**src/rtl/sum_acc_pkg.sv**
```systemverilog
// Shared types and the accumulate-with-overflow helper for sum_frame_accumulator.
// SUM_ACC_SATURATE_EN selects clamping instead of wrap-around in acc_add().
package sum_acc_pkg;

    typedef enum logic [0:0] {
        ACCUM      = 1'b0,
        CLOSE_WAIT = 1'b1
    } state_t;

    typedef struct packed {
        state_t state;
        logic   flush_pend;
    } dbg_t;

    // Widest accumulator the helper supports; ACC_W must stay below this.
    localparam int ADD_MAX_W = 64;

    typedef struct packed {
        logic                 ovf;
        logic [ADD_MAX_W-1:0] sum;
    } add_res_t;

    function automatic int sample_w(input int data_w);
        return data_w + 1;
    endfunction

    function automatic add_res_t acc_add(
        input logic [ADD_MAX_W-1:0] i_acc,
        input logic [ADD_MAX_W-1:0] i_sample,
        input int                   acc_w
    );
        localparam logic [ADD_MAX_W:0] ONE = (ADD_MAX_W + 1)'(1);
        logic [ADD_MAX_W:0] full;
        logic [ADD_MAX_W:0] lim;
        add_res_t           res;
        full    = {1'b0, i_acc} + {1'b0, i_sample};
        lim     = (ONE << acc_w) - ONE;
        res.ovf = (full > lim);
`ifdef SUM_ACC_SATURATE_EN
        res.sum = res.ovf ? lim[ADD_MAX_W-1:0] : full[ADD_MAX_W-1:0];
`else
        res.sum = full[ADD_MAX_W-1:0] & lim[ADD_MAX_W-1:0];
`endif
        return res;
    endfunction

endpackage

```
**src/rtl/sum_acc_out_slot.sv**
```systemverilog
// Single-entry valid/ready holding register for a finished frame result.
// A load always wins over a take, so a close during a handshake keeps o_valid high.
module sum_acc_out_slot
    import sum_acc_pkg::*;
#(
    parameter int ACC_W = 24,
    parameter int CNT_W = 5
) (
    input  logic             clk,
    input  logic             rst,
    input  logic             i_load,
    input  logic [ACC_W-1:0] i_acc,
    input  logic [CNT_W-1:0] i_count,
    input  logic             i_ovf,
    input  logic             i_take,
    output logic             o_valid,
    output logic [ACC_W-1:0] o_acc,
    output logic [CNT_W-1:0] o_count,
    output logic             o_ovf
);

    logic             r_valid;
    logic [ACC_W-1:0] r_acc;
    logic [CNT_W-1:0] r_count;
    logic             r_ovf;

    always_ff @(posedge clk) begin
        if (!rst) begin
            r_valid <= 1'b0;
            r_acc   <= '0;
            r_count <= '0;
            r_ovf   <= 1'b0;
        end else if (i_load) begin
            r_valid <= 1'b1;
            r_acc   <= i_acc;
            r_count <= i_count;
            r_ovf   <= i_ovf;
        end else if (i_take) begin
            r_valid <= 1'b0;
        end
    end

    assign o_valid = r_valid;
    assign o_acc   = r_acc;
    assign o_count = r_count;
    assign o_ovf   = r_ovf;

endmodule

```
**src/rtl/sum_frame_accumulator.sv**
```systemverilog
// Accumulates {cout, sum} samples into fixed-length frames and emits one total per frame.
// Build option: define SUM_ACC_SATURATE_EN to clamp the total on overflow instead of wrapping.
module sum_frame_accumulator
    import sum_acc_pkg::*;
#(
    parameter int DATA_W    = 16,
    parameter int ACC_W     = 24,
    parameter int FRAME_LEN = 16,
    parameter int CNT_W     = $clog2(FRAME_LEN + 1)
) (
    input  logic              clk,
    input  logic              rst,
    input  logic              in_valid,
    output logic              in_ready,
    input  logic [DATA_W-1:0] in_sum,
    input  logic              in_cout,
    input  logic              flush,
    output logic              out_valid,
    input  logic              out_ready,
    output logic [ACC_W-1:0]  out_acc,
    output logic [CNT_W-1:0]  out_count,
    output logic              out_ovf,
    output dbg_t              dbg
);

    // Handshakes: a transfer happens on a rising edge where valid && ready are both high;
    // valid never waits on ready, and ready here may depend combinationally on out_ready.

    localparam int              SAMPLE_W = sample_w(DATA_W);
    localparam logic [CNT_W-1:0] LAST_IDX = CNT_W'(FRAME_LEN - 1);

    state_t              r_state;
    state_t              w_state_next;
    logic [ACC_W-1:0]    r_acc;
    logic [CNT_W-1:0]    r_cnt;
    logic                r_ovf;
    logic                r_flush_pend;

    logic [SAMPLE_W-1:0] w_sample_raw;
    logic [ACC_W-1:0]    w_sample;
    add_res_t            w_add;
    logic                w_add_ovf;
    logic                w_accept;
    logic                w_at_last;
    logic                w_slot_free;
    logic                w_full_close;
    logic                w_flush_close;
    logic                w_load;
    logic                w_set_pend;
    logic [ACC_W-1:0]    w_acc_next;
    logic [CNT_W-1:0]    w_cnt_next;
    logic                w_ovf_next;

    assign w_sample_raw = {in_cout, in_sum};
    assign w_sample     = ACC_W'(w_sample_raw);
    assign w_add        = acc_add(ADD_MAX_W'(r_acc), ADD_MAX_W'(w_sample), ACC_W);
    // Any bit set above ACC_W would itself mean the total left the accumulator range.
    assign w_add_ovf    = w_add.ovf | (|w_add.sum[ADD_MAX_W-1:ACC_W]);

    assign w_at_last   = (r_cnt == LAST_IDX);
    assign w_slot_free = !out_valid || out_ready;
    assign in_ready    = (r_state == ACCUM) && !(w_at_last && out_valid && !out_ready);
    assign w_accept    = in_valid && in_ready;

    // Next-frame view including a sample accepted this cycle; this is also the close payload.
    assign w_acc_next    = w_accept ? w_add.sum[ACC_W-1:0] : r_acc;
    assign w_cnt_next    = r_cnt + CNT_W'(w_accept);
    assign w_ovf_next    = r_ovf | (w_accept & w_add_ovf);
    assign w_full_close  = w_accept && w_at_last;
    assign w_flush_close = flush && (w_cnt_next != '0);

    always_ff @(posedge clk) begin
        if (!rst) begin
            r_state <= ACCUM;
        end else begin
            r_state <= w_state_next;
        end
    end

    always_comb begin
        w_state_next = r_state;
        w_load       = 1'b0;
        w_set_pend   = 1'b0;
        case (r_state)
            ACCUM: begin
                if (w_full_close || w_flush_close) begin
                    if (w_slot_free) begin
                        w_load = 1'b1;
                    end else begin
                        w_set_pend   = 1'b1;
                        w_state_next = CLOSE_WAIT;
                    end
                end
            end
            CLOSE_WAIT: begin
                if (out_ready) begin
                    w_load       = 1'b1;
                    w_state_next = ACCUM;
                end
            end
            default: w_state_next = ACCUM;
        endcase
    end

    always_ff @(posedge clk) begin
        if (!rst) begin
            r_acc        <= '0;
            r_cnt        <= '0;
            r_ovf        <= 1'b0;
            r_flush_pend <= 1'b0;
        end else if (w_load) begin
            r_acc        <= '0;
            r_cnt        <= '0;
            r_ovf        <= 1'b0;
            r_flush_pend <= 1'b0;
        end else begin
            r_acc <= w_acc_next;
            r_cnt <= w_cnt_next;
            r_ovf <= w_ovf_next;
            if (w_set_pend) begin
                r_flush_pend <= 1'b1;
            end
        end
    end

    sum_acc_out_slot #(
        .ACC_W (ACC_W),
        .CNT_W (CNT_W)
    ) u_slot (
        .clk     (clk),
        .rst     (rst),
        .i_load  (w_load),
        .i_acc   (w_acc_next),
        .i_count (w_cnt_next),
        .i_ovf   (w_ovf_next),
        .i_take  (out_ready),
        .o_valid (out_valid),
        .o_acc   (out_acc),
        .o_count (out_count),
        .o_ovf   (out_ovf)
    );

    assign dbg.state      = r_state;
    assign dbg.flush_pend = r_flush_pend;

endmodule

```
**config.mk**
```make
export PLATFORM = sky130hd
export DESIGN_NAME = sum_frame_accumulator
export DESIGN_NICKNAME = d
export VERILOG_FILES = /design/src/rtl/sum_acc_pkg.sv /design/src/rtl/sum_acc_out_slot.sv /design/src/rtl/sum_frame_accumulator.sv
export SDC_FILE = /design/constraint.sdc
export NUM_CORES = 1
export LEC_CHECK = 0
export BUFFER_PORTS_ARGS = -buffer_cell sky130_fd_sc_hd__clkbuf_2
export CAP_MARGIN = 20
export CELL_PAD_IN_SITES_DETAIL_PLACEMENT = 2
export CELL_PAD_IN_SITES_GLOBAL_PLACEMENT = 2
export CORE_MARGIN = 5
export CORE_UTILIZATION = 35
export DETAILED_ROUTE_END_ITERATION = 8
export MAX_ROUTING_LAYER = met4
export PLACE_DENSITY_LB_ADDON = 0.1
export RECOVER_POWER = 25
export SYNTH_ARGS = -nofsm -noshare
export SYNTH_HDL_FRONTEND = slang
export SYNTH_SLANG_ARGS = --single-unit
```
**constraint.sdc**
```tcl
create_clock -name clk -period 10.2 [get_ports clk]
set_input_delay 0.51 -clock clk [delete_from_list [all_inputs] [get_ports clk]]
set_output_delay 0.51 -clock clk [all_outputs]
set_load 0.005 [all_outputs]
```
Yosys cells after proc, flatten, opt, wreduce, memory -nomap -nowiden
Index checks and enable logic that the tools add are counted.
Cells by class
  $add $sub $neg: 2
  $mul: 0
  divide/modulo/power cells: 0
  magnitude comparators: 1
  equal/unequal tests: 1
  shifts and indexed selects: 0
  multiplexer cells: 12
  bitwise gates (word level): 4
  reduce and logical (&&, ||, !) cells: 14
Operator list (count)
  adder 24 x 17 -> 25 bit: 1
  greater-than comparator 25 x 24 -> 1 bit, second input constant: 1
  2-to-1 mux 24 bit: 1
  2-to-1 mux 1 bit: 9
  logical AND 1 bit: 6
  adder 5 x 1 -> 5 bit: 1
  equality test 5 x 4 -> 1 bit, second input constant: 1
  nonzero test 5 bit: 1
  case mux 1 bit (2 select lines): 2
  logical NOT 1 bit: 3
  logical OR 1 bit: 2
  NOT 1 bit: 2
  nonzero test 2 bit: 1
  OR reduction 2 bit: 1
  AND 1 bit: 1
  bitwise OR 1 bit: 1
Word-level totals
  register bits after elaboration: 63
  latch bits: 0
  memory bits (writable): 0
  bits in read-only memories: 0
  input bits: 22
  word-level logic and storage cells: 43
  memories kept: 0

Longest topological paths before layout
Gate-level depths: netlist of run 1.
  depth after elaboration: 13
  depth in mapped cells: 15
  gate-level depth less buffers: 11

Modules after synthesis
From an unflattened synthesis of run 1, not the netlist that was laid out.
Second synthesis, totals
  cell total of the unflattened synthesis: 392
  area total of the unflattened synthesis: 3537.1 sq um
By module, submodules not included
  sum_frame_accumulator: instances 1, cells an instance 292, area each 2332.2 sq um, sequential area each 640.6 sq um
  sum_acc_out_slot: instances 1, cells an instance 100, area each 1204.9 sq um, sequential area each 620.6 sq um

Worst setup path after synthesis of run 1
OpenSTA, ideal clock, no wires.
  kind: input-to-reg
  start: input out_ready
  end: register u_slot.r_acc[21] (netlist: u_slot.o_acc[21])
  library setup time: 127 ps
  arrival time: 3468 ps
  slack: 6605 ps
  stages on the path: 13
  path buffers: 2
  cells stage by stage: nand4b_1 -> o311ai_4 -> inv_2 -> buf_2 -> clkbuf_1 -> ha_1 -> ha_1 -> xor2_1 -> or3_1 -> o311a_1 -> and3_1 -> and3_1 -> or3_1
On the way
  cells in the longest elaborated chain, start to end: 11
  elaborated cells on any way between the ends: 16
  classes of those cells: add/sub (1); mux (5); reduce/logical (10)
RTL lines
  from (decl): RTL line sum_frame_accumulator.sv:19  | input logic out_ready,
  logical NOT 1 bit: RTL line sum_frame_accumulator.sv:62  | assign in_ready = (r_state == ACCUM) && !(w_at_last && out_valid && !out_ready);
  logical AND 1 bit: RTL line sum_frame_accumulator.sv:62
  logical NOT 1 bit: RTL line sum_frame_accumulator.sv:62
  logical AND 1 bit: RTL line sum_frame_accumulator.sv:62
  logical AND 1 bit: RTL line sum_frame_accumulator.sv:63  | assign w_accept = in_valid && in_ready;
  adder 5 x 1 -> 5 bit: RTL line sum_frame_accumulator.sv:67  | assign w_cnt_next = r_cnt + CNT_W'(w_accept);
  nonzero test 5 bit: RTL line sum_frame_accumulator.sv:70  | assign w_flush_close = flush && (w_cnt_next != '0);
  logical AND 1 bit: RTL line sum_frame_accumulator.sv:70
  logical OR 1 bit: RTL line sum_frame_accumulator.sv:86  | if (w_full_close || w_flush_close) begin
  2-to-1 mux 1 bit: RTL line sum_frame_accumulator.sv:86
  case mux 1 bit (2 select lines): RTL line sum_frame_accumulator.sv:84  | case (r_state)
  to (signal assigned): RTL line sum_acc_out_slot.sv:35  | r_acc <= i_acc;
  to (decl): RTL line sum_acc_out_slot.sv:23  | logic [ACC_W-1:0] r_acc;
Several ways; a longest one is shown, not always the timed one.
A chain may end at the register's enable or synchronous reset.

Worst setup path in the final report of run 1
  start: register r_cnt[3]
  end: register r_acc[21]
On the way
  cells in the longest elaborated chain, start to end: 13
  elaborated cells on any way between the ends: 15
  classes of those cells: add/sub (1); eq/ne (1); mux (3); reduce/logical (10)
RTL lines
  from (decl): RTL line sum_frame_accumulator.sv:35  | logic [CNT_W-1:0] r_cnt;
  from (signal assigned): RTL line sum_frame_accumulator.sv:118  | r_cnt <= w_cnt_next;
  equality test 5 x 4 -> 1 bit: RTL line sum_frame_accumulator.sv:60  | assign w_at_last = (r_cnt == LAST_IDX);
  logical AND 1 bit (2 in series): RTL line sum_frame_accumulator.sv:62
  logical NOT 1 bit: RTL line sum_frame_accumulator.sv:62
  logical AND 1 bit: RTL line sum_frame_accumulator.sv:62
  logical AND 1 bit: RTL line sum_frame_accumulator.sv:63
  adder 5 x 1 -> 5 bit: RTL line sum_frame_accumulator.sv:67
  nonzero test 5 bit: RTL line sum_frame_accumulator.sv:70
  logical AND 1 bit: RTL line sum_frame_accumulator.sv:70
  logical OR 1 bit: RTL line sum_frame_accumulator.sv:86
  2-to-1 mux 1 bit: RTL line sum_frame_accumulator.sv:86
  case mux 1 bit (2 select lines): RTL line sum_frame_accumulator.sv:84
  OR reduction 2 bit (no line)
  to (signal assigned): RTL line sum_frame_accumulator.sv:117  | r_acc <= w_acc_next;
  to (decl): RTL line sum_frame_accumulator.sv:34  | logic [ACC_W-1:0] r_acc;
Several ways; a longest one is shown, not always the timed one.

==> impl_results.html, run 1 <==
<table>
<tr><th>Metric</th><th>Value</th></tr>
<tr><th colspan="2">Setup path</th></tr>
<tr><td>Kind of start point of the critical path</td><td>flop</td></tr>
<tr><td>Critical path capture point type</td><td>flop</td></tr>
<tr><td>Critical path required time</td><td>~10 ns</td></tr>
<tr><td>WS Path Type</td><td>flop to flop</td></tr>
<tr><td>Highest net fanout along the worst path</td><td>49</td></tr>
<tr><td>Worst Path Arrival</td><td>between 5 and 6 ns</td></tr>
<tr><th colspan="2">Final layout</th></tr>
<tr><td>Layout overhead on the synthesized area</td><td>14.88%</td></tr>
<tr><td>Ant. Diodes</td><td>0</td></tr>
<tr><td>Share of post-route cells with drive strength above 1</td><td>0.1513</td></tr>
<tr><td>Design Area, Final</td><td>4000 um2</td></tr>
<tr><td>Count of nets after finishing</td><td>between 400 and 500</td></tr>
<tr><th colspan="2">Synthesis</th></tr>
<tr><td>Post-synthesis net count</td><td>between 400 and 500</td></tr>
<tr><td>Cell count after synthesis</td><td>roughly 410</td></tr>
<tr><td>Post-synth EDFFs</td><td>0</td></tr>
<tr><td>Total of flip-flops plus latches after synthesis</td><td>63</td></tr>
<tr><td>Synthesized area per cell</td><td>roughly 8.5 um2</td></tr>
<tr><td>YS warnings</td><td>0</td></tr>
<tr><td>Sequential-to-total area share from yosys stat</td><td>0.3622</td></tr>
<tr><td>Number of different library cells in the post-synthesis netlist</td><td>56</td></tr>
<tr><td>Post-synthesis instance area</td><td>around 3500 um2</td></tr>
<tr><td>Async set or reset register ratio after synthesis</td><td>0</td></tr>
<tr><td>Post-synth top flop</td><td>sky130_fd_sc_hd__dfxtp_1</td></tr>
<tr><th colspan="2">STA</th></tr>
<tr><td>Final min period</td><td>slightly below 5 ns</td></tr>
<tr><td>Number of pins exceeding their max-slew limit in the final report</td><td>0</td></tr>
<tr><td>Normalized max-slew margin</td><td>0.3027</td></tr>
<tr><td>Number of failing setup endpoints in the final timing report</td><td>0</td></tr>
<tr><td>Max frequency</td><td>~210 MHz</td></tr>
<tr><td>Unrepaired setup endpoints after global routing</td><td>false</td></tr>
<tr><td>Number of hold violations in the final report</td><td>0</td></tr>
<tr><td>Post-route worst hold slack</td><td>0.4674 ns</td></tr>
<tr><td>Worst clock skew</td><td>between 0.01 and 0.015 ns</td></tr>
<tr><td>Slew at the pin with the worst max-slew slack</td><td>around 1.0 ns</td></tr>
<tr><td>Final worst-path cycle share</td><td>0.4762</td></tr>
<tr><td>TNS Setup</td><td>0 ns</td></tr>
<tr><th colspan="2">Detailed routing</th></tr>
<tr><td>Detailed Routing Iterations Pass 1</td><td>4</td></tr>
<tr><td>Average wire length per cell after detail routing</td><td>between 15 and 20 um</td></tr>
<tr><td>Via density</td><td>around 5.5</td></tr>
<tr><td>Number of DRC markers after the initial detailed-route iteration</td><td>68</td></tr>
<tr><td>Remaining antenna violation count after routing</td><td>0</td></tr>
<tr><td>Total detailed-routing wirelength</td><td>~11000 um</td></tr>
<tr><td>Number of vias in the routed layout</td><td>3245</td></tr>
<tr><td>Post-route DRC</td><td>0</td></tr>
<tr><th colspan="2">Worst hold path</th></tr>
<tr><td>Path class of the lowest-slack min-delay path</td><td>flop to flop</td></tr>
<tr><th colspan="2">Global route</th></tr>
<tr><td>Global routing usage summed across all routing layers</td><td>0.1945</td></tr>
<tr><td>Vias in the first global route</td><td>3492</td></tr>
<tr><td>Number of antenna violations at the first check in global routing</td><td>0</td></tr>
<tr><td>Total global routing overflow</td><td>0</td></tr>
<tr><td>Pin count of the biggest net entering global routing</td><td>50</td></tr>
<tr><td>Wire length of the first global-routing pass</td><td>17710 um</td></tr>
<tr><th colspan="2">CTS</th></tr>
<tr><td>Sink Count</td><td>between 60 and 70</td></tr>
<tr><td>Root buffer cell</td><td>sky130_fd_sc_hd__clkbuf_8</td></tr>
<tr><td>Buffer depth of the longest clock path</td><td>2</td></tr>
<tr><td>Number of CTS-inserted buffers</td><td>9</td></tr>
<tr><td>Clock network latency to the later pin of the worst-skew pair</td><td>around 0.34 ns</td></tr>
<tr><td>Post-CTS repair timing setup buffer count</td><td>0</td></tr>
<tr><td>CTS tree</td><td>done</td></tr>
<tr><td>Hold buffer count at cts</td><td>0</td></tr>
<tr><td>H-tree Lvls</td><td>3</td></tr>
<tr><td>CTS-repair resized insts</td><td>0</td></tr>
<tr><td>Clock-pin slew of the registers on the worst-case setup and hold paths</td><td>0.08 ns</td></tr>
<tr><th colspan="2">Power and ir drop</th></tr>
<tr><td>Sequential share of power</td><td>0.398</td></tr>
<tr><td>Clock power frac</td><td>0.354</td></tr>
<tr><td>Gate power share</td><td>0.247</td></tr>
<tr><td>Static power due to leakage</td><td>~0.0016 uW</td></tr>
<tr><td>Sw Share</td><td>0.3195</td></tr>
<tr><td>IR drop worst, VDD</td><td>0.08506 mV</td></tr>
<tr><td>Total power</td><td>approximately 700 uW</td></tr>
<tr><td>Switching power of the nets</td><td>229.4 uW</td></tr>
<tr><td>Areal power density over the cells</td><td>~180 nW/um2</td></tr>
<tr><td>P_int</td><td>~490 uW</td></tr>
<tr><th colspan="2">Run status</th></tr>
<tr><td>Result of the run</td><td>finished, final reports clean</td></tr>
<tr><th colspan="2">Placed design</th></tr>
<tr><td>Final estimated routing congestion in global placement</td><td>around 0.76</td></tr>
<tr><td>Area after detailed placement</td><td>between 3000 and 4000 um2</td></tr>
<tr><td>Half-perimeter wire length of the detailed placement result</td><td>8002 um</td></tr>
<tr><td>Count of port buffers added during placement</td><td>between 50 and 60</td></tr>
<tr><th colspan="2">Floorplanning</th></tr>
<tr><td>Top-Level Pins</td><td>56</td></tr>
<tr><td>Die width</td><td>~110 um</td></tr>
<tr><td>Row count</td><td>36</td></tr>
<tr><td>Core Footprint</td><td>between 9000 and 10000 um2</td></tr>
<tr><td>Y dimension of the die</td><td>around 110 um</td></tr>
<tr><td>Initial core utilization</td><td>0.3579</td></tr>
<tr><td>Total Die Area</td><td>roughly 12000 um2</td></tr>
<tr><th colspan="2">Job</th></tr>
<tr><td>MaxCap Viol Count</td><td>0</td></tr>
</table>
==> power groups by stage <==
stage	Clock (uW)	Sequential, uW	Combinational [uW]
2_1_floorplan	0	287	130
3_3_place_gp	0	291	175
3_5_place_dp	0	292	181
4_1_cts	260	286	183
5_1_grt	274	289	198
6_report	254	286	178
==> logic make-up after synthesis <==
group                    count (synthesis)  share of synthesized area
AO/OA/AOI/OAI                          128                     0.2472
AND/OR/NAND/NOR                        146                     0.2106
buffers and inverters                   31                    0.04491
multiplexers                             9                    0.02587
flip-flops                              63                     0.3622
XOR/XNOR                                14                    0.03521
adder cells (fa/ha/maj)                 20                    0.07402
==> synth_stat cells, types with 5 or more instances <==
library cell | count | area, um2
sky130_fd_sc_hd__a211oi_1 | 10 | 75.07
sky130_fd_sc_hd__a21o_1 | 8 | 60.06
sky130_fd_sc_hd__a21oi_1 | 36 | 180.2
sky130_fd_sc_hd__a31oi_1 | 8 | 50.05
sky130_fd_sc_hd__and2_1 | 7 | 43.79
sky130_fd_sc_hd__and3_1 | 5 | 31.28
sky130_fd_sc_hd__buf_2 | 11 | 55.05
sky130_fd_sc_hd__clkbuf_1 | 11 | 41.29
sky130_fd_sc_hd__dfxtp_1 | 63 | 1261
sky130_fd_sc_hd__ha_1 | 19 | 237.7
sky130_fd_sc_hd__mux2i_1 | 9 | 90.09
sky130_fd_sc_hd__nand2_1 | 34 | 127.6
sky130_fd_sc_hd__nand3_1 | 12 | 60.06
sky130_fd_sc_hd__nand4_1 | 14 | 87.58
sky130_fd_sc_hd__nor2_1 | 37 | 138.9
sky130_fd_sc_hd__nor3_1 | 10 | 50.05
sky130_fd_sc_hd__o21ai_0 | 29 | 145.1
sky130_fd_sc_hd__or3_1 | 7 | 43.79
sky130_fd_sc_hd__xnor2_1 | 6 | 52.55
sky130_fd_sc_hd__xor2_1 | 8 | 70.07
==> cells in the final DEF (no fill, tap or decap), types with 4 or more instances in the layout <==
cell type                  netlist  layout
sky130_fd_sc_hd__dfxtp_1        63      63
sky130_fd_sc_hd__nor3_1         10      10
sky130_fd_sc_hd__or3_1           7       7
sky130_fd_sc_hd__clkbuf_2        0      37
sky130_fd_sc_hd__a211oi_1       10      10
sky130_fd_sc_hd__and3_1          5       5
sky130_fd_sc_hd__nand3_1        12      12
sky130_fd_sc_hd__and2_1          7       7
sky130_fd_sc_hd__a31oi_1         8       8
sky130_fd_sc_hd__a21oi_1        36      36
sky130_fd_sc_hd__clkbuf_1       11      18
sky130_fd_sc_hd__nand2_1        34      34
sky130_fd_sc_hd__nor2_1         37      37
sky130_fd_sc_hd__ha_1           19      19
sky130_fd_sc_hd__nor2b_1         4       4
sky130_fd_sc_hd__clkbuf_8        0      11
sky130_fd_sc_hd__nand4_1        14      14
sky130_fd_sc_hd__mux2i_1         9       9
sky130_fd_sc_hd__xor2_1          8       8
sky130_fd_sc_hd__a21o_1          8       8
sky130_fd_sc_hd__xnor2_1         6       6
sky130_fd_sc_hd__o21ai_0        29      29
sky130_fd_sc_hd__o21a_1          4       4
==> path summary, 6_finish.rpt <==
kind / startpoint / end / slack, ns / cells past startpoint
worst max-delay path: r_cnt[3] / r_acc[21] / 5.34 / 12
worst min-delay path: r_ovf / r_ovf / 0.47 / 1
worst max register to register: r_cnt[3] / r_acc[21] / 5.34 / 12
worst min register to register: r_ovf / r_ovf / 0.47 / 1
==> registers in the layout, indices dropped and copies added, names as in the netlist <==
register        count
u_slot.o_acc       24
u_slot.o_valid      1
r_acc              24
u_slot.o_count      5
r_ovf               1
r_flush_pend        1
r_cnt               5
u_slot.o_ovf        1
r_state             1
==> through the flow <==
| stage | utilization | setup WS, ns | instances |
|---|---|---|---|
| after floorplan | - | 6.605 | 411 |
| after global placement | 0.3897 | 5.259 | 573 |
| after detailed placement | 0.3897 | 5.112 | 573 |
| after CTS | 0.4135 | 5.256 | 589 |
| after global routing | 0.4111 | 5.010 | 589 |
| final | 0.4111 | 5.343 | 589 |
==> critical path, stage by stage, from the launching register on <==
cell and delay (ns):
sky130_fd_sc_hd__dfxtp_1 0.43, sky130_fd_sc_hd__nand2_1 0.20, sky130_fd_sc_hd__o311ai_4 0.29, sky130_fd_sc_hd__buf_4 0.36
sky130_fd_sc_hd__inv_2 0.27, sky130_fd_sc_hd__ha_1 0.30, sky130_fd_sc_hd__ha_1 0.24, sky130_fd_sc_hd__xor2_1 0.21
sky130_fd_sc_hd__or3_1 0.37, sky130_fd_sc_hd__o311a_2 0.68, sky130_fd_sc_hd__nand2b_1 0.77, sky130_fd_sc_hd__a2111o_1 0.56
sky130_fd_sc_hd__o21ai_1 0.08
==> layer usage <==
metal | track usage | wire, um
met1 | 0.2249 | 4910
met2 | 0.3466 | 5460
met4 | 0.04630 | 106
met5 | - | 0
met3 | 0.03758 | 295
==> layout make-up <==
class / instances / area (um2)
clock inverters: 5 / 80.08
flip-flops and latches: 63 / 1261
clock buffers: 11 / 151.4
multi-input cells: 317 / 2066
inverters: 4 / 15.01
well taps: 133 / 166.4
repair buffers: 56 / 260.3
fillers: 1154 / 5729
(Power assumes the default switching activity.)
==> run 2: changes to the inputs <==
CORE_UTILIZATION = 30   (was 35)
clock period = 3.9 ns   (was 10.2 ns; I/O delays follow)
==> impl_results.html, run 2 (same netlist as run 1, synthesis figures left out) <==
<table>
<tr><th>Metric</th><th>Value</th></tr>
<tr><th colspan="2">Worst hold path</th></tr>
<tr><td>Path class of the lowest-slack min-delay path</td><td>input port to flop</td></tr>
<tr><th colspan="2">Final layout</th></tr>
<tr><td>Layout overhead on the synthesized area</td><td>18.29%</td></tr>
<tr><td>Footprint of the multi-input gates</td><td>roughly 2100 um2</td></tr>
<tr><td>Sequential Area</td><td>between 1000 and 1500 um2</td></tr>
<tr><td>Count of nets after finishing</td><td>slightly below 500</td></tr>
<tr><td>Most common library cell in the layout ignoring fill and taps</td><td>sky130_fd_sc_hd__dfxtp_1</td></tr>
<tr><td>Final-layout fill cell count</td><td>1307</td></tr>
<tr><td>Leading cell types in the layout, fill and taps excluded</td><td>63 x sky130_fd_sc_hd__dfxtp_1, 45 x sky130_fd_sc_hd__clkbuf_2, 37 x sky130_fd_sc_hd__nor2_1</td></tr>
<tr><td>Design Area, Final</td><td>between 4000 and 5000 um2</td></tr>
<tr><td>Share of post-route cells with drive strength above 1</td><td>0.1743</td></tr>
<tr><td>Ant. Diodes</td><td>0</td></tr>
<tr><th colspan="2">Detailed routing</th></tr>
<tr><td>Via density</td><td>5.422</td></tr>
<tr><td>Total detailed-routing wirelength</td><td>roughly 11000 um</td></tr>
<tr><td>Remaining antenna violation count after routing</td><td>0</td></tr>
<tr><td>Detailed Routing Iterations Pass 1</td><td>4</td></tr>
<tr><td>Number of DRC markers after the initial detailed-route iteration</td><td>85</td></tr>
<tr><td>Number of vias in the routed layout</td><td>~3300</td></tr>
<tr><td>Post-route DRC</td><td>0</td></tr>
<tr><td>Average wire length per cell after detail routing</td><td>approximately 19 um</td></tr>
<tr><th colspan="2">Global route</th></tr>
<tr><td>Global routing usage summed across all routing layers</td><td>0.1724</td></tr>
<tr><td>Pin count of the biggest net entering global routing</td><td>33</td></tr>
<tr><td>Wire length of the first global-routing pass</td><td>18840 um</td></tr>
<tr><td>Vias in the first global route</td><td>approximately 3600</td></tr>
<tr><td>Total global routing overflow</td><td>0</td></tr>
<tr><td>Number of antenna violations at the first check in global routing</td><td>0</td></tr>
<tr><th colspan="2">STA</th></tr>
<tr><td>Number of hold violations in the final report</td><td>0</td></tr>
<tr><td>Post-route worst hold slack</td><td>around 0.20 ns</td></tr>
<tr><td>TNS Setup</td><td>0 ns</td></tr>
<tr><td>Unrepaired setup endpoints after global routing</td><td>false</td></tr>
<tr><td>Max frequency</td><td>between 200 and 300 MHz</td></tr>
<tr><td>Slew at the pin with the worst max-slew slack</td><td>between 0.7 and 0.8 ns</td></tr>
<tr><td>Number of pins exceeding their max-slew limit in the final report</td><td>0</td></tr>
<tr><td>Worst clock skew</td><td>about 0.0046 ns</td></tr>
<tr><td>Final min period</td><td>about 3.4 ns</td></tr>
<tr><td>Number of failing setup endpoints in the final timing report</td><td>0</td></tr>
<tr><td>Final worst-path cycle share</td><td>0.8714</td></tr>
<tr><td>Normalized max-slew margin</td><td>0.5172</td></tr>
<tr><th colspan="2">Floorplanning</th></tr>
<tr><td>Total Die Area</td><td>about 14000 um2</td></tr>
<tr><td>Top-Level Pins</td><td>56</td></tr>
<tr><td>Y dimension of the die</td><td>about 120 um</td></tr>
<tr><td>Die width</td><td>approximately 120 um</td></tr>
<tr><td>Core Footprint</td><td>roughly 11000 um2</td></tr>
<tr><td>Initial core utilization</td><td>0.3050</td></tr>
<tr><td>Row count</td><td>39</td></tr>
<tr><th colspan="2">Placed design</th></tr>
<tr><td>Area after detailed placement</td><td>roughly 3800 um2</td></tr>
<tr><td>Count of port buffers added during placement</td><td>55</td></tr>
<tr><td>Final estimated routing congestion in global placement</td><td>0.8070</td></tr>
<tr><td>Half-perimeter wire length of the detailed placement result</td><td>between 8000 and 9000 um</td></tr>
<tr><th colspan="2">Setup path</th></tr>
<tr><td>Kind of start point of the critical path</td><td>flop</td></tr>
<tr><td>WS Path Type</td><td>flop to flop</td></tr>
<tr><td>Reg-to-reg slack, setup</td><td>between 0.5 and 0.6 ns</td></tr>
<tr><td>Worst Path Arrival</td><td>between 3 and 4 ns</td></tr>
<tr><td>Highest net fanout along the worst path</td><td>16</td></tr>
<tr><td>Critical path capture point type</td><td>flop</td></tr>
<tr><td>Critical path required time</td><td>between 4 and 5 ns</td></tr>
<tr><th colspan="2">CTS</th></tr>
<tr><td>Sink Count</td><td>63</td></tr>
<tr><td>Clock-pin slew of the registers on the worst-case setup and hold paths</td><td>around 0.050 ns</td></tr>
<tr><td>Root buffer cell</td><td>sky130_fd_sc_hd__clkbuf_16</td></tr>
<tr><td>CTS-repair resized insts</td><td>0</td></tr>
<tr><td>Clock network latency to the later pin of the worst-skew pair</td><td>roughly 0.34 ns</td></tr>
<tr><td>CTS tree</td><td>done</td></tr>
<tr><td>Hold buffer count at cts</td><td>0</td></tr>
<tr><td>Buffer depth of the longest clock path</td><td>2</td></tr>
<tr><td>Post-CTS repair timing setup buffer count</td><td>0</td></tr>
<tr><td>H-tree Lvls</td><td>3</td></tr>
<tr><td>Number of CTS-inserted buffers</td><td>9</td></tr>
<tr><th colspan="2">Power and ir drop</th></tr>
<tr><td>IR drop worst, VDD</td><td>0.3017 mV</td></tr>
<tr><td>Areal power density over the cells</td><td>496.9 nW/um2</td></tr>
<tr><td>Static power due to leakage</td><td>between 0.0015 and 0.002 uW</td></tr>
<tr><td>Total power</td><td>a little over 2000 uW</td></tr>
<tr><th colspan="2">Job</th></tr>
<tr><td>MaxCap Viol Count</td><td>0</td></tr>
<tr><th colspan="2">Run status</th></tr>
<tr><td>Result of the run</td><td>finished, final reports clean</td></tr>
</table>
-- run 2: path summary, 6_finish.rpt --
| path | startpoint | endpoint | cells after the start |
|---|---|---|---|
| worst min register to register | u_slot.o_acc[19] | u_slot.o_acc[19] | 2 |
| worst max-delay path | r_cnt[2] | u_slot.o_acc[21] | 12 |
| worst min-delay path | out_ready | r_state | 3 |
| worst max register to register | r_cnt[2] | u_slot.o_acc[21] | 12 |
-- run 2: layout make-up --
class                           instances  share of cell area
Clock buffer                           11             0.06136
Clock inverter                          4             0.01094
Inverter                                4            0.003645
Multi-Input combinational cell        317              0.5015
Sequential cell                        63              0.3062
Tap cell                              143             0.04344
Timing Repair Buffer                   60             0.07290
-- run 2: report_power, final --
part	internal, uW	switching, uW	total [uW]
combinational	188	292	480
sequential	705	41.7	747
clock	522	298	820
total	1410	632	2050
-- run 2: layer usage --
layer  vias up  routed length [um]  GRT usage
met5         -                   0          -
met4         0                 209    0.05735
met3        17                 444    0.04421
met2        49                5814     0.2999
met1      1601                4868     0.1920
li1       1597                   -          -
-- run 2: critical path: stages (launching register included) --
cell,delay (ns)
sky130_fd_sc_hd__dfxtp_1,0.42
sky130_fd_sc_hd__nand2_1,0.18
sky130_fd_sc_hd__o311ai_4,0.33
sky130_fd_sc_hd__inv_2,0.07
sky130_fd_sc_hd__ha_1,0.22
sky130_fd_sc_hd__ha_1,0.25
sky130_fd_sc_hd__xor2_1,0.20
sky130_fd_sc_hd__or3_1,0.34
sky130_fd_sc_hd__o311a_2,0.38
sky130_fd_sc_hd__buf_4,0.21
sky130_fd_sc_hd__and3_1,0.19
sky130_fd_sc_hd__and3_1,0.16
sky130_fd_sc_hd__or3_1,0.34
-- run 2: metrics by stage --
stage	setup slack (ns)	utilization	cells
global route	0.3084	0.3607	602
detailed placement	0.5191	0.3357	587
global placement	0.6879	0.3357	587
finish	0.5017	0.3607	602
CTS	0.4860	0.3618	602
floorplan	0.4979	-	411
==> run 3: changes to the inputs <==
--- a/constraint.sdc
+++ b/constraint.sdc
@@ -3,2 +3,2 @@
 set_output_delay 0.195 -clock clk [all_outputs]
-set_load 0.005 [all_outputs]
+set_load 0.1 [all_outputs]
==> impl_results.html, run 3 (same netlist as run 1, synthesis figures left out) <==
<table>
<tr><th>Metric</th><th>Value</th></tr>
<tr><th colspan="2">Run status</th></tr>
<tr><td>Result of the run</td><td>finished, final reports clean</td></tr>
<tr><th colspan="2">Floorplanning</th></tr>
<tr><td>Row count</td><td>39</td></tr>
<tr><td>Top-Level Pins</td><td>between 50 and 60</td></tr>
<tr><td>Initial core utilization</td><td>0.3050</td></tr>
<tr><td>Total Die Area</td><td>between 10000 and 15000 um2</td></tr>
<tr><td>Y dimension of the die</td><td>~120 um</td></tr>
<tr><td>Die width</td><td>around 120 um</td></tr>
<tr><td>Core Footprint</td><td>about 11000 um2</td></tr>
<tr><th colspan="2">STA</th></tr>
<tr><td>Number of failing setup endpoints in the final timing report</td><td>0</td></tr>
<tr><td>Max frequency</td><td>288.7 MHz</td></tr>
<tr><td>Final min period</td><td>3.463 ns</td></tr>
<tr><td>Number of hold violations in the final report</td><td>0</td></tr>
<tr><td>Worst clock skew</td><td>0.006678 ns</td></tr>
<tr><td>Unrepaired setup endpoints after global routing</td><td>false</td></tr>
<tr><td>TNS Setup</td><td>0 ns</td></tr>
<tr><td>Number of pins exceeding their max-slew limit in the final report</td><td>0</td></tr>
<tr><td>Final worst-path cycle share</td><td>0.8880</td></tr>
<tr><td>Min setup slack post-route</td><td>approximately 0.44 ns</td></tr>
<tr><td>Slew at the pin with the worst max-slew slack</td><td>1.186 ns</td></tr>
<tr><td>Normalized max-slew margin</td><td>0.2130</td></tr>
<tr><th colspan="2">Detailed routing</th></tr>
<tr><td>Average wire length per cell after detail routing</td><td>~19 um</td></tr>
<tr><td>Post-route DRC</td><td>0</td></tr>
<tr><td>Number of DRC markers after the initial detailed-route iteration</td><td>roughly 130</td></tr>
<tr><td>Detailed Routing Iterations Pass 1</td><td>4</td></tr>
<tr><td>Number of vias in the routed layout</td><td>between 3000 and 4000</td></tr>
<tr><td>Remaining antenna violation count after routing</td><td>0</td></tr>
<tr><td>Via density</td><td>~5.4</td></tr>
<tr><td>Total detailed-routing wirelength</td><td>11460 um</td></tr>
<tr><th colspan="2">Setup path</th></tr>
<tr><td>Highest net fanout along the worst path</td><td>17</td></tr>
<tr><td>Combined buffer and inverter count along the critical path</td><td>1</td></tr>
<tr><td>Series of cell instances along the critical path</td><td>nand2_1, o311ai_4, inv_2, ha_1, ha_1, xor2_1, or3_1, o311a_2, nand2b_1, a2111o_1, o21ai_1</td></tr>
<tr><td>Library cell contributing the largest single delay on the critical path</td><td>sky130_fd_sc_hd__o311a_2</td></tr>
<tr><td>CP max stage delay</td><td>0.50 ns</td></tr>
<tr><td>Source of the critical timing path</td><td>r_cnt[3]</td></tr>
<tr><td>Reg-to-Reg Start</td><td>r_cnt[3]</td></tr>
<tr><td>Depth of the worst register-to-register path</td><td>11</td></tr>
<tr><td>Most used cell, CP</td><td>sky130_fd_sc_hd__ha_1</td></tr>
<tr><td>Critical path required time</td><td>about 4.2 ns</td></tr>
<tr><td>WS Path Type</td><td>flop to flop</td></tr>
<tr><td>Worst Path Arrival</td><td>approximately 3.7 ns</td></tr>
<tr><td>Critical path capture point type</td><td>flop</td></tr>
<tr><td>Cell family with the largest share of critical-path delay</td><td>compound AO/OA/AOI/OAI gates</td></tr>
<tr><td>Kind of start point of the critical path</td><td>flop</td></tr>
<tr><td>Number of cells on the critical path</td><td>11</td></tr>
<tr><th colspan="2">CTS</th></tr>
<tr><td>Post-CTS repair timing setup buffer count</td><td>0</td></tr>
<tr><td>Buffer depth of the longest clock path</td><td>2</td></tr>
<tr><td>Root buffer cell</td><td>sky130_fd_sc_hd__clkbuf_16</td></tr>
<tr><td>Clock-pin slew of the registers on the worst-case setup and hold paths</td><td>0.06 ns</td></tr>
<tr><td>CTS-repair resized insts</td><td>0</td></tr>
<tr><td>Hold buffer count at cts</td><td>0</td></tr>
<tr><td>H-tree Lvls</td><td>3</td></tr>
<tr><td>Sink Count</td><td>between 60 and 70</td></tr>
<tr><td>Number of CTS-inserted buffers</td><td>9</td></tr>
<tr><td>CTS tree</td><td>done</td></tr>
<tr><td>Clock network latency to the later pin of the worst-skew pair</td><td>between 0.3 and 0.4 ns</td></tr>
<tr><th colspan="2">Final layout</th></tr>
<tr><td>Ant. Diodes</td><td>0</td></tr>
<tr><td>Most common library cell in the layout ignoring fill and taps</td><td>sky130_fd_sc_hd__dfxtp_1</td></tr>
<tr><td>Design Area, Final</td><td>about 4100 um2</td></tr>
<tr><td>Count of nets after finishing</td><td>between 400 and 500</td></tr>
<tr><td>Number of standard cells in the final layout excluding fillers</td><td>~600</td></tr>
<tr><td>Leading cell types in the layout, fill and taps excluded</td><td>62 x sky130_fd_sc_hd__dfxtp_1, 37 x sky130_fd_sc_hd__nor2_1, 36 x sky130_fd_sc_hd__a21oi_1</td></tr>
<tr><td>Layout overhead on the synthesized area</td><td>17.89%</td></tr>
<tr><td>Share of post-route cells with drive strength above 1</td><td>0.1373</td></tr>
<tr><th colspan="2">Worst hold path</th></tr>
<tr><td>Path class of the lowest-slack min-delay path</td><td>input port to flop</td></tr>
<tr><td>Worst hold path cell count</td><td>3</td></tr>
<tr><td>Beginning of the worst hold path</td><td>out_ready</td></tr>
<tr><th colspan="2">Power and ir drop</th></tr>
<tr><td>Static power due to leakage</td><td>0.001623 uW</td></tr>
<tr><td>Areal power density over the cells</td><td>around 570 nW/um2</td></tr>
<tr><td>IR drop worst, VDD</td><td>about 0.29 mV</td></tr>
<tr><th colspan="2">Placed design</th></tr>
<tr><td>Area after detailed placement</td><td>between 3000 and 4000 um2</td></tr>
<tr><td>Half-perimeter wire length of the detailed placement result</td><td>around 8500 um</td></tr>
<tr><td>Final estimated routing congestion in global placement</td><td>0.8113</td></tr>
<tr><td># placed instances</td><td>between 500 and 600</td></tr>
<tr><td>Post-place setup slack</td><td>about 0.41 ns</td></tr>
<tr><td>Count of port buffers added during placement</td><td>55</td></tr>
<tr><th colspan="2">Global route</th></tr>
<tr><td>Vias in the first global route</td><td>3521</td></tr>
<tr><td>Wire length of the first global-routing pass</td><td>~19000 um</td></tr>
<tr><td>Number of antenna violations at the first check in global routing</td><td>0</td></tr>
<tr><td>Total global routing overflow</td><td>0</td></tr>
<tr><td>Global routing usage summed across all routing layers</td><td>0.1707</td></tr>
<tr><td>Pin count of the biggest net entering global routing</td><td>34</td></tr>
<tr><th colspan="2">Job</th></tr>
<tr><td>MaxCap Viol Count</td><td>0</td></tr>
</table>
==> run 3: final timing paths <==
kind | end | slack, ns
worst max-delay path | r_acc[21] | 0.44
worst min-delay path | r_state | 0.21
worst max register to register | r_acc[21] | 0.44
worst min register to register | r_flush_pend | 0.46
==> run 3: power by group <==
part,total (uW),switching [uW],leakage [uW],internal [uW]
Combinational,732,551,0.000965,181
Clock,856,295,0.000144,560
Sequential,746,41.1,0.000514,705
Total,2330,887,0.00162,1450
==> run 3: through the flow <==
stage	util	hold WS (ns)	power (uW)
global placement	0.3352	0.4390	1485
CTS	0.3622	0.1911	2374
finish	0.3595	0.2091	2334
floorplan	-	0.3861	1342
detailed placement	0.3352	0.4571	1504
global route	0.3595	0.2208	2454
==> run 3: area by class of cell <==
type	instances	area, um2
Fill cell	1316	7313
Tap cell	143	178.9
Sequential cell	63	1262
Timing Repair Buffer	59	275.3
Multi-Input combinational cell	317	2066
Clock buffer	13	240.2
Clock inverter	3	67.56
Inverter	4	15.01
==> run 3: tightest hold or removal path: cells and delay by family <==
family / cells / cell delay (ns)
AND/OR/NAND/NOR: 1 / 0.12
buffers and inverters: 1 / 0.10
AO/OA/AOI/OAI: 1 / 0.07
==> run 3: routing by layer <==
layer | global-route usage | share of wire
met1 | 0.2061 | 0.46
met2 | 0.2829 | 0.50
met3 | 0.03027 | 0.026
met4 | 0.06667 | 0.020
met5 | - | 0
